`src/rtl/speed_tick_gen_if.sv`:
```
// speed_tick_gen_if: control and status bundle between a game controller and speed_tick_gen.
interface speed_tick_gen_if #(
   parameter int NUM_RATES = 4,
   parameter int TCNT_W = 16
);
   localparam int RS_W = $clog2(NUM_RATES);
   logic run;
   logic restart;
   logic [RS_W-1:0] rate_sel;
   logic ramp_mode;
   logic tick;
   logic [RS_W-1:0] active_rate;
   logic [TCNT_W-1:0] tick_count;
   modport master(output run, restart, rate_sel, ramp_mode, input tick, active_rate, tick_count);
   modport slave(input run, restart, rate_sel, ramp_mode, output tick, active_rate, tick_count);
endinterface

```
`src/rtl/speed_tick_gen.sv`:
```
// speed_tick_gen: selectable-rate tick enable generator with optional speed ramp (macro SPEED_RAMP_EN).
module speed_tick_gen #(
   parameter int NUM_RATES = 4,
   parameter int CNT_W = 20,
   parameter logic [CNT_W-1:0] DIV_TABLE [NUM_RATES] = '{CNT_W'(415000), CNT_W'(370000), CNT_W'(310000), CNT_W'(250000)},
   parameter int RAMP_TICKS = 64,
   parameter int TCNT_W = 16
) (
   input logic clk,
   input logic reset,
   speed_tick_gen_if.slave bus
);
   localparam int RS_W = $clog2(NUM_RATES);
   localparam logic [RS_W:0] TOP = (RS_W+1)'(NUM_RATES - 1);
   logic [CNT_W-1:0] cnt;
   logic [CNT_W-1:0] div_a;
   logic [RS_W-1:0] sel_c;
   logic [RS_W-1:0] lvl_nxt;
   logic [RS_W-1:0] target;
   logic [RS_W:0] sum;
   logic wrap;
   always_comb begin
      sel_c = ({1'b0, bus.rate_sel} > TOP) ? TOP[RS_W-1:0] : bus.rate_sel;
      div_a = (DIV_TABLE[bus.active_rate] < CNT_W'(2)) ? CNT_W'(2) : DIV_TABLE[bus.active_rate];
      wrap = bus.run && (cnt == div_a - CNT_W'(1));
      sum = {1'b0, sel_c} + {1'b0, lvl_nxt};
      target = (sum > TOP) ? TOP[RS_W-1:0] : sum[RS_W-1:0];
   end
`ifdef SPEED_RAMP_EN
   localparam int RC_W = $clog2(RAMP_TICKS + 1);
   logic [RC_W-1:0] ramp_cnt;
   logic [RS_W-1:0] ramp_level;
   logic step;
   // the level bumped by this tick already governs the period that starts now
   always_comb begin
      step = wrap && bus.ramp_mode && (ramp_cnt == RC_W'(RAMP_TICKS - 1));
      lvl_nxt = (step && ({1'b0, ramp_level} < TOP)) ? ramp_level + RS_W'(1) : ramp_level;
   end
   always_ff @(posedge clk or posedge reset)
      if (reset) begin
         ramp_cnt <= '0;
         ramp_level <= '0;
      end else if (bus.restart) begin
         ramp_cnt <= '0;
         ramp_level <= '0;
      end else if (wrap && bus.ramp_mode) begin
         ramp_cnt <= step ? '0 : ramp_cnt + RC_W'(1);
         ramp_level <= lvl_nxt;
      end
`else
   assign lvl_nxt = '0;
`endif
   // rate changes land only between periods so no period is cut short or stretched
   always_ff @(posedge clk or posedge reset)
      if (reset) begin
         cnt <= '0;
         bus.tick <= 1'b0;
         bus.tick_count <= '0;
         bus.active_rate <= '0;
      end else if (bus.restart) begin
         cnt <= '0;
         bus.tick <= 1'b0;
         bus.tick_count <= '0;
         bus.active_rate <= sel_c;
      end else begin
         bus.tick <= wrap;
         if (wrap) begin
            cnt <= '0;
            bus.tick_count <= bus.tick_count + TCNT_W'(1);
         end else if (bus.run) begin
            cnt <= cnt + CNT_W'(1);
         end
         if (wrap || !bus.run)
            bus.active_rate <= target;
      end
endmodule

```
`src/flat_wrapper.sv`:
```
// flat-port wrapper written by rule: the top's interface ports become plain ports
module speed_tick_gen_flat 
#(
   parameter int NUM_RATES = 4,
   parameter int CNT_W = 20,
   parameter logic [CNT_W-1:0] DIV_TABLE [NUM_RATES] = '{CNT_W'(415000), CNT_W'(370000), CNT_W'(310000), CNT_W'(250000)},
   parameter int RAMP_TICKS = 64,
   parameter int TCNT_W = 16
)
  (clk, reset, bus_run, bus_restart, bus_rate_sel, bus_ramp_mode, bus_tick, bus_active_rate, bus_tick_count);
  speed_tick_gen_if #(.NUM_RATES(NUM_RATES), .TCNT_W(TCNT_W)) bus_i ();
  input logic clk;
  input logic reset;
  input wire logic [$bits(bus_i.run)-1:0] bus_run;
  input wire logic [$bits(bus_i.restart)-1:0] bus_restart;
  input wire logic [$bits(bus_i.rate_sel)-1:0] bus_rate_sel;
  input wire logic [$bits(bus_i.ramp_mode)-1:0] bus_ramp_mode;
  output wire logic [$bits(bus_i.tick)-1:0] bus_tick;
  output wire logic [$bits(bus_i.active_rate)-1:0] bus_active_rate;
  output wire logic [$bits(bus_i.tick_count)-1:0] bus_tick_count;
  assign bus_i.run = bus_run;
  assign bus_i.restart = bus_restart;
  assign bus_i.rate_sel = bus_rate_sel;
  assign bus_i.ramp_mode = bus_ramp_mode;
  assign bus_tick = bus_i.tick;
  assign bus_active_rate = bus_i.active_rate;
  assign bus_tick_count = bus_i.tick_count;
  speed_tick_gen #(.NUM_RATES(NUM_RATES), .CNT_W(CNT_W), .DIV_TABLE(DIV_TABLE), .RAMP_TICKS(RAMP_TICKS), .TCNT_W(TCNT_W)) u_core (.clk(clk), .reset(reset), .bus(bus_i));
endmodule
```
`config.mk`:
```
export PLATFORM = sky130hd
export DESIGN_NAME = speed_tick_gen_flat
export DESIGN_NICKNAME = d
export VERILOG_FILES = /design/src/rtl/speed_tick_gen_if.sv /design/src/rtl/speed_tick_gen.sv /design/src/flat_wrapper.sv
export SDC_FILE = /design/constraint.sdc
export NUM_CORES = 1
export LEC_CHECK = 0
export ABC_AREA = 1
export CORE_AREA = 2 2 61 91
export CTS_BUF_LIST = sky130_fd_sc_hd__clkbuf_8 sky130_fd_sc_hd__clkbuf_16
export DETAILED_ROUTE_END_ITERATION = 12
export DIE_AREA = 0 0 63 93
export GPL_TIMING_DRIVEN = 0
export PLACE_DENSITY = 0.75
export SLEW_MARGIN = 10
export SYNTH_ARGS = -nofsm -noshare
export SYNTH_HDL_FRONTEND = slang
export SYNTH_SLANG_ARGS = --single-unit
```
`constraint.sdc`:
```
create_clock -name clk -period 3.4 [get_ports clk]
set_input_delay 0.51 -clock clk [delete_from_list [all_inputs] [get_ports clk]]
set_output_delay 0.51 -clock clk [all_outputs]
set_load 0.03 [all_outputs]
```
==> impl_metrics.py, run 1 <==
metrics = {
    "clock_network": {
        "cts_root_buffer": "clkbuf_8",
        "cts.sinks": 39,
        "hold_buffers": 0,
        "clk_latency_ns": 0.30,
        "cts.path.max_buffers": 2,
        "cts_htree_levels": 2,
        "cts_tree": "yes",
        "clkTransAtPathRegs_ns": 0.09,
        "numCtsBuffers": 5,
        "ctsResizeCount": 0,
        "post_cts_buffers": 0,
    },
    "worst_setup_path": {
        "startpoint_type": "flip-flop",
        "cp_max_fo": 10,
        "arrival_ns": 2.32,
        "path_delay_family": "buffers and inverters",
        "crit_top_cell": "nand2_1",
        "ff2ff_setup_slack_ns": 1.26,
        "slowest_stage": "dfrtp_1",
        "critPathCapture": "u_core.cnt[10]",
        "worstPathCellList": "inv_1 -> ha_1 -> inv_1 -> nand2_1 -> nand2_1 -> nor2_1 -> nand2_1 -> nor2_1 -> nand2_1 -> buf_6 -> o21ai_4 -> buf_6 -> nor2_1",
        "path_class": "flip-flop to flip-flop",
        "max_stage_delay_ns": 0.44,
        "crit_cells": 13,
        "critPathRequiredTime_ns": 3.58,
        "r2r-end": "u_core.cnt[10]",
        "endpoint_kind": "flip-flop",
        "startpoint": "u_core.bus.active_rate[1]",
        "r2r_start": "u_core.bus.active_rate[1]",
        "reg2reg_depth": 13,
        "timing.critical_path.buf_inv": 4,
    },
    "final_layout": {
        "fin_cells": 512,
        "drive_above_1_share": 0.0608,
        "mostFrequentLayoutCells": "159 x nand2_1, 72 x nor2_1, 39 x dfrtp_1",
        "mostFrequentLayoutCell": "nand2_1",
        "area_delta_synth_final_pct": 16.9,
        "antenna_cells": 0,
        "num-nets-final": 456,
        "final_util": 0.622,
    },
    "grt": {
        "grt_util_met2": 0.462,
        "grt_pass1_wl_um": 11200,
        "antenna_found_initial": 0,
        "grtUsageMet1": 0.246,
        "grt_pass1_vias": 2586,
        "gr-usage-all-layers": 0.245,
        "overflow": 0,
        "grt_max_degree": 33,
        "busiest_layer": "met2",
        "gr-usage-met3": 0.0349,
    },
    "floorplan": {
        "fp.dieW_um": 63,
        "start_util": 0.532,
        "die_h_um": 93,
        "ios": 26,
        "die_area_um2": 5860,
        "core_area_um2": 5080,
        "core.rowCount": 32,
    },
    "logic_synthesis": {
        "netlist_instances": 413,
        "avgSynthCellArea_um2": 6.55,
        "ys_seq_elements": 39,
        "synth_area_um2": 2700,
        "syn-num-nets": 426,
        "yosysWarnings": 0,
        "yosysUniqueCellTypes": 25,
        "yosysSeqAreaShare": 0.361,
    },
    "sta": {
        "relSlewSlack": 0.672,
        "hold_violations": 0,
        "timing.hold.ws_ns": 0.434,
        "fin_crit_ns": 2.14,
        "fmax_mhz": 467,
        "tightest_slew_ns": 0.491,
        "period_share": 0.630,
        "clock-skew-final_ns": 0.0154,
        "rsz0062_at_grt": "false",
        "fin_tns_setup_ns": 0,
        "setup_viol": 0,
        "slew_violations": 0,
    },
    "run_status": {
        "outcome": "finished, final reports clean",
    },
    "drt": {
        "drc_errors": 0,
        "post_drt_wl_per_cell_um": 13.1,
        "drt_iter0_drc": 171,
        "ant_nets": 0,
        "routed_via_density": 5.17,
        "drt_wl_total_um": 6680,
        "dr.pass1.iters": 4,
        "vias": 2645,
    },
    "place": {
        "globalplace.congestion": 0.916,
        "port_buffers": 22,
        "place_inst": 504,
        "dp_hpwl_um": 5140,
    },
    "flow_run": {
        "cap_violations": 0,
    },
    "power_and_ir_drop": {
        "power_leakage_nw": 1.52,
        "peakVddDrop_v": 0.000240,
        "power_mw": 1.09,
        "power_density_nw_per_um2": 344,
    },
    "min_path": {
        "hold_class": "primary input to asynchronous set/reset pin",
    },
}
## cell families after synthesis
kind of cell	share of synthesized area
DFF	0.361
xor gates and xnor gates	0.0486
adders and majority gates	0.0278
and+or+nand+nor	0.439
buffers and inverters	0.0893
AOI/OAI and AO/OA	0.0342
## power breakdown
group          internal (mW)  leakage (nW)  switching [mW]  total, mW
Sequential             0.473         0.537          0.0140      0.487
Clock                  0.291        0.0695           0.174      0.465
Combinational         0.0488         0.915          0.0883      0.137
## layer usage
layer	share of wire	up-vias	wire [um]
met3	0.040	29	269
li1	-	1339	-
met2	0.54	74	3610
met4	0.054	0	358
met1	0.37	1203	2440
met5	0	-	0
## synthesized netlist by cell type
cell type / count / area, um2
buf_1: 1 / 3.75
buf_2: 1 / 5.00
buf_4: 4 / 30.0
buf_6: 3 / 33.8
clkbuf_1: 2 / 7.51
dfrtp_1: 39 / 976
ha_1: 6 / 75.1
inv_1: 38 / 143
inv_2: 5 / 18.8
nand2_1: 159 / 597
nand2_2: 1 / 6.26
nand2_4: 1 / 11.3
nand3_1: 34 / 170
nand4_1: 13 / 81.3
nor2_1: 72 / 270
nor3_1: 5 / 25.0
nor3_2: 1 / 10.0
nor3_4: 1 / 16.3
o21ai_0: 2 / 10.0
o21ai_1: 1 / 5.00
o21ai_4: 1 / 16.3
o21bai_1: 7 / 52.6
o41ai_1: 1 / 8.76
xnor2_1: 5 / 43.8
xor2_1: 10 / 87.6
## worst min path at each step
stage	from	to	slack, ns
floorplan	u_core.cnt[19]	u_core.cnt[19]	0.48
global placement	u_core.cnt[19]	u_core.cnt[19]	0.49
detailed placement	u_core.cnt[19]	u_core.cnt[19]	0.52
CTS	reset	u_core.bus.tick_count[9]	0.44
global route	reset	u_core.bus.tick_count[4]	0.43
finish	reset	u_core.bus.tick_count[4]	0.43
## final cells by class
class,instances,area [um2]
Fill cell,508,1920
Multi-Input combinational cell,320,1490
Sequential cell,39,976
Timing Repair Buffer,23,240
Inverter,43,161
Tap cell,68,85.1
Buffer,11,80.1
Clock buffer,5,68.8
Clock inverter,3,63.8
## stage by stage
step / area [um2] / setup slack, ns
floorplan: 2700 / 1.33
global placement: 3010 / 1.11
detailed placement: 3030 / 1.26
CTS: 3160 / 1.24
global route: 3160 / 1.05
finish: 3160 / 1.26
## registers in the layout, summed over array words and instances, names as in the netlist
name                    cells
u_core.bus.active_rate      2
u_core.bus.tick             1
u_core.bus.tick_count      16
u_core.cnt                 20
Power figures use the tool's default switching activity.
==> run 2, diff against run 1 <==
==> constraint.sdc (replaced) <==
create_clock -name clk -period 2.1 [get_ports clk]
set_input_delay 0.315 -clock clk [delete_from_list [all_inputs] [get_ports clk]]
set_output_delay 0.315 -clock clk [all_outputs]
set_load 0.03 [all_outputs]
==> run 2 against run 1 <==
Core utilization grew 1.9 points. Highest routed layer unchanged. Count of clock-buffer cells in the layout is the same. Cell area grew 3.0%. Clock skew shrank 0.0011 ns. Die area is the same. Fmax grew 5.8%. Largest cell class unchanged. Total power grew 65%. Via count grew 2.9%.
==> impl_metrics.py, run 2 (synthesized netlist as in run 1, its figures left out) <==
metrics = {
    "floorplan": {
        "start_util": 0.532,
        "die_area_um2": 5860,
        "core_area_um2": 5080,
        "fp.dieW_um": 63,
        "die_h_um": 93,
        "ios": 26,
        "core.rowCount": 32,
    },
    "sta": {
        "setup_viol": 0,
        "hold_violations": 0,
        "slew_violations": 0,
        "relSlewSlack": 0.657,
        "period_share": 0.964,
        "tightest_slew_ns": 0.515,
        "fin_tns_setup_ns": 0,
        "clock-skew-final_ns": 0.0142,
        "fin_crit_ns": 2.02,
        "fmax_mhz": 494,
    },
    "final_layout": {
        "mostFrequentLayoutCell": "nand2_1",
        "final-seq-area_um2": 977,
        "num-nets-final": 465,
        "multi_input_area_um2": 1510,
        "antenna_cells": 0,
        "largest_reg_flops": 20,
        "mostFrequentLayoutCells": "157 x nand2_1, 72 x nor2_1, 38 x dfrtp_1",
        "final_util": 0.641,
        "top_register": "u_core.cnt",
        "reg_top3": "u_core.cnt (20), u_core.bus.tick_count (16), u_core.bus.active_rate (2)",
        "drive_above_1_share": 0.0971,
        "area_delta_synth_final_pct": 20.5,
        "fillers": 490,
    },
    "grt": {
        "grt_max_degree": 33,
        "gr-usage-all-layers": 0.246,
        "grt_pass1_wl_um": 11300,
        "antenna_found_initial": 0,
        "overflow": 0,
        "grt_pass1_vias": 2599,
    },
    "clock_network": {
        "hold_buffers": 0,
        "cts_root_buffer": "clkbuf_8",
        "cts.path.max_buffers": 2,
        "cts.sinks": 39,
        "cts_tree": "yes",
        "cts_htree_levels": 2,
        "clk_latency_ns": 0.30,
        "clkTransAtPathRegs_ns": 0.08,
        "numCtsBuffers": 5,
    },
    "min_path": {
        "hold_class": "primary input to asynchronous set/reset pin",
    },
    "worst_setup_path": {
        "path_class": "flip-flop to flip-flop",
        "arrival_ns": 2.20,
        "cp_max_fo": 6,
        "critPathRequiredTime_ns": 2.28,
        "startpoint_type": "flip-flop",
        "endpoint_kind": "flip-flop",
    },
    "drt": {
        "drt_iter0_drc": 187,
        "vias": 2722,
        "dr.pass1.iters": 4,
        "post_drt_wl_per_cell_um": 13.3,
        "routed_via_density": 5.22,
        "ant_nets": 0,
        "drc_errors": 0,
        "drt_wl_total_um": 6960,
    },
    "place": {
        "dp_hpwl_um": 5140,
        "globalplace.congestion": 0.916,
        "port_buffers": 22,
    },
    "power_and_ir_drop": {
        "power_density_nw_per_um2": 550,
        "peakVddDrop_v": 0.000388,
        "power_leakage_nw": 1.56,
        "power_mw": 1.79,
    },
    "run_status": {
        "outcome": "finished, final reports clean",
    },
    "flow_run": {
        "cap_violations": 0,
    },
}
-- run 2: changes by cell type in the layout (fill, tap and decap cells not counted), sizes merged --
cell,before,now
buf,10,19
-- run 2: repair_timing --
item | 4_1_cts | 5_1_grt
endpoints found under the setup margin | 20 | 21
pin swaps | 0 | 9
setup buffers | 1 | 7
gates cloned | 0 | 1
resized for setup | 1 | 10
-- run 2: layer usage --
layer,vias to the layer above,global-route usage,routed length (um)
met2,69,0.465,3780
li1,1359,-,-
met1,1270,0.246,2650
met4,0,0.163,283
met5,-,0,0
met3,24,0.0349,235
-- run 2: report_power, final --
part | leakage, nW | internal (mW) | switching (mW) | total, mW
clock | 0.0695 | 0.471 | 0.281 | 0.752
combinational | 0.956 | 0.0977 | 0.152 | 0.250
sequential | 0.536 | 0.767 | 0.0228 | 0.789
-- run 2: path summary, 6_finish.rpt --
check	slack [ns]	to	depth (start not counted)	startpoint
max reg2reg	0.08	u_core.cnt[10]	12	u_core.bus.active_rate[0]
max in group asynchronous	1.41	u_core.bus.active_rate[0]	3	reset
max	0.08	u_core.cnt[10]	12	u_core.bus.active_rate[0]
min in group clk	0.31	u_core.cnt[2]	2	bus_restart
min	0.24	u_core.bus.tick_count[0]	2	reset
min reg2reg	0.53	u_core.bus.tick_count[15]	2	u_core.bus.tick_count[15]
-- run 2: layout make-up --
type,instances,share of cell area
clock inverters,3,0.0196
flip-flops and latches,39,0.300
clock buffers,5,0.0211
multi-input cells,320,0.463
inverters,43,0.0503
plain buffers,11,0.0246
well taps,68,0.0261
repair buffers,32,0.0957
-- run 2: critical path: stages (launching register included) --
cell	delay [ns]
dfrtp_2	0.47
buf_4	0.15
ha_1	0.20
nand2_1	0.07
nand2_1	0.05
nor2_1	0.09
nand2_1	0.07
nor2_1	0.13
nand2_2	0.09
buf_6	0.14
o21ai_4	0.24
buf_6	0.16
nor2_1	0.04
-- run 2: stage by stage --
stage / std cells / cell area [um2] / hold WS, ns / setup slack [ns]
after detailed placement: 504 / 3030 / 0.516 / -0.0350
after global routing: 521 / 3260 / 0.239 / -0.0271
after CTS: 513 / 3170 / 0.242 / 0.0242
after global placement: 503 / 3010 / 0.492 / -0.0281
after floorplan: 413 / 2700 / 0.425 / 0.0325
final: 521 / 3260 / 0.239 / 0.0763
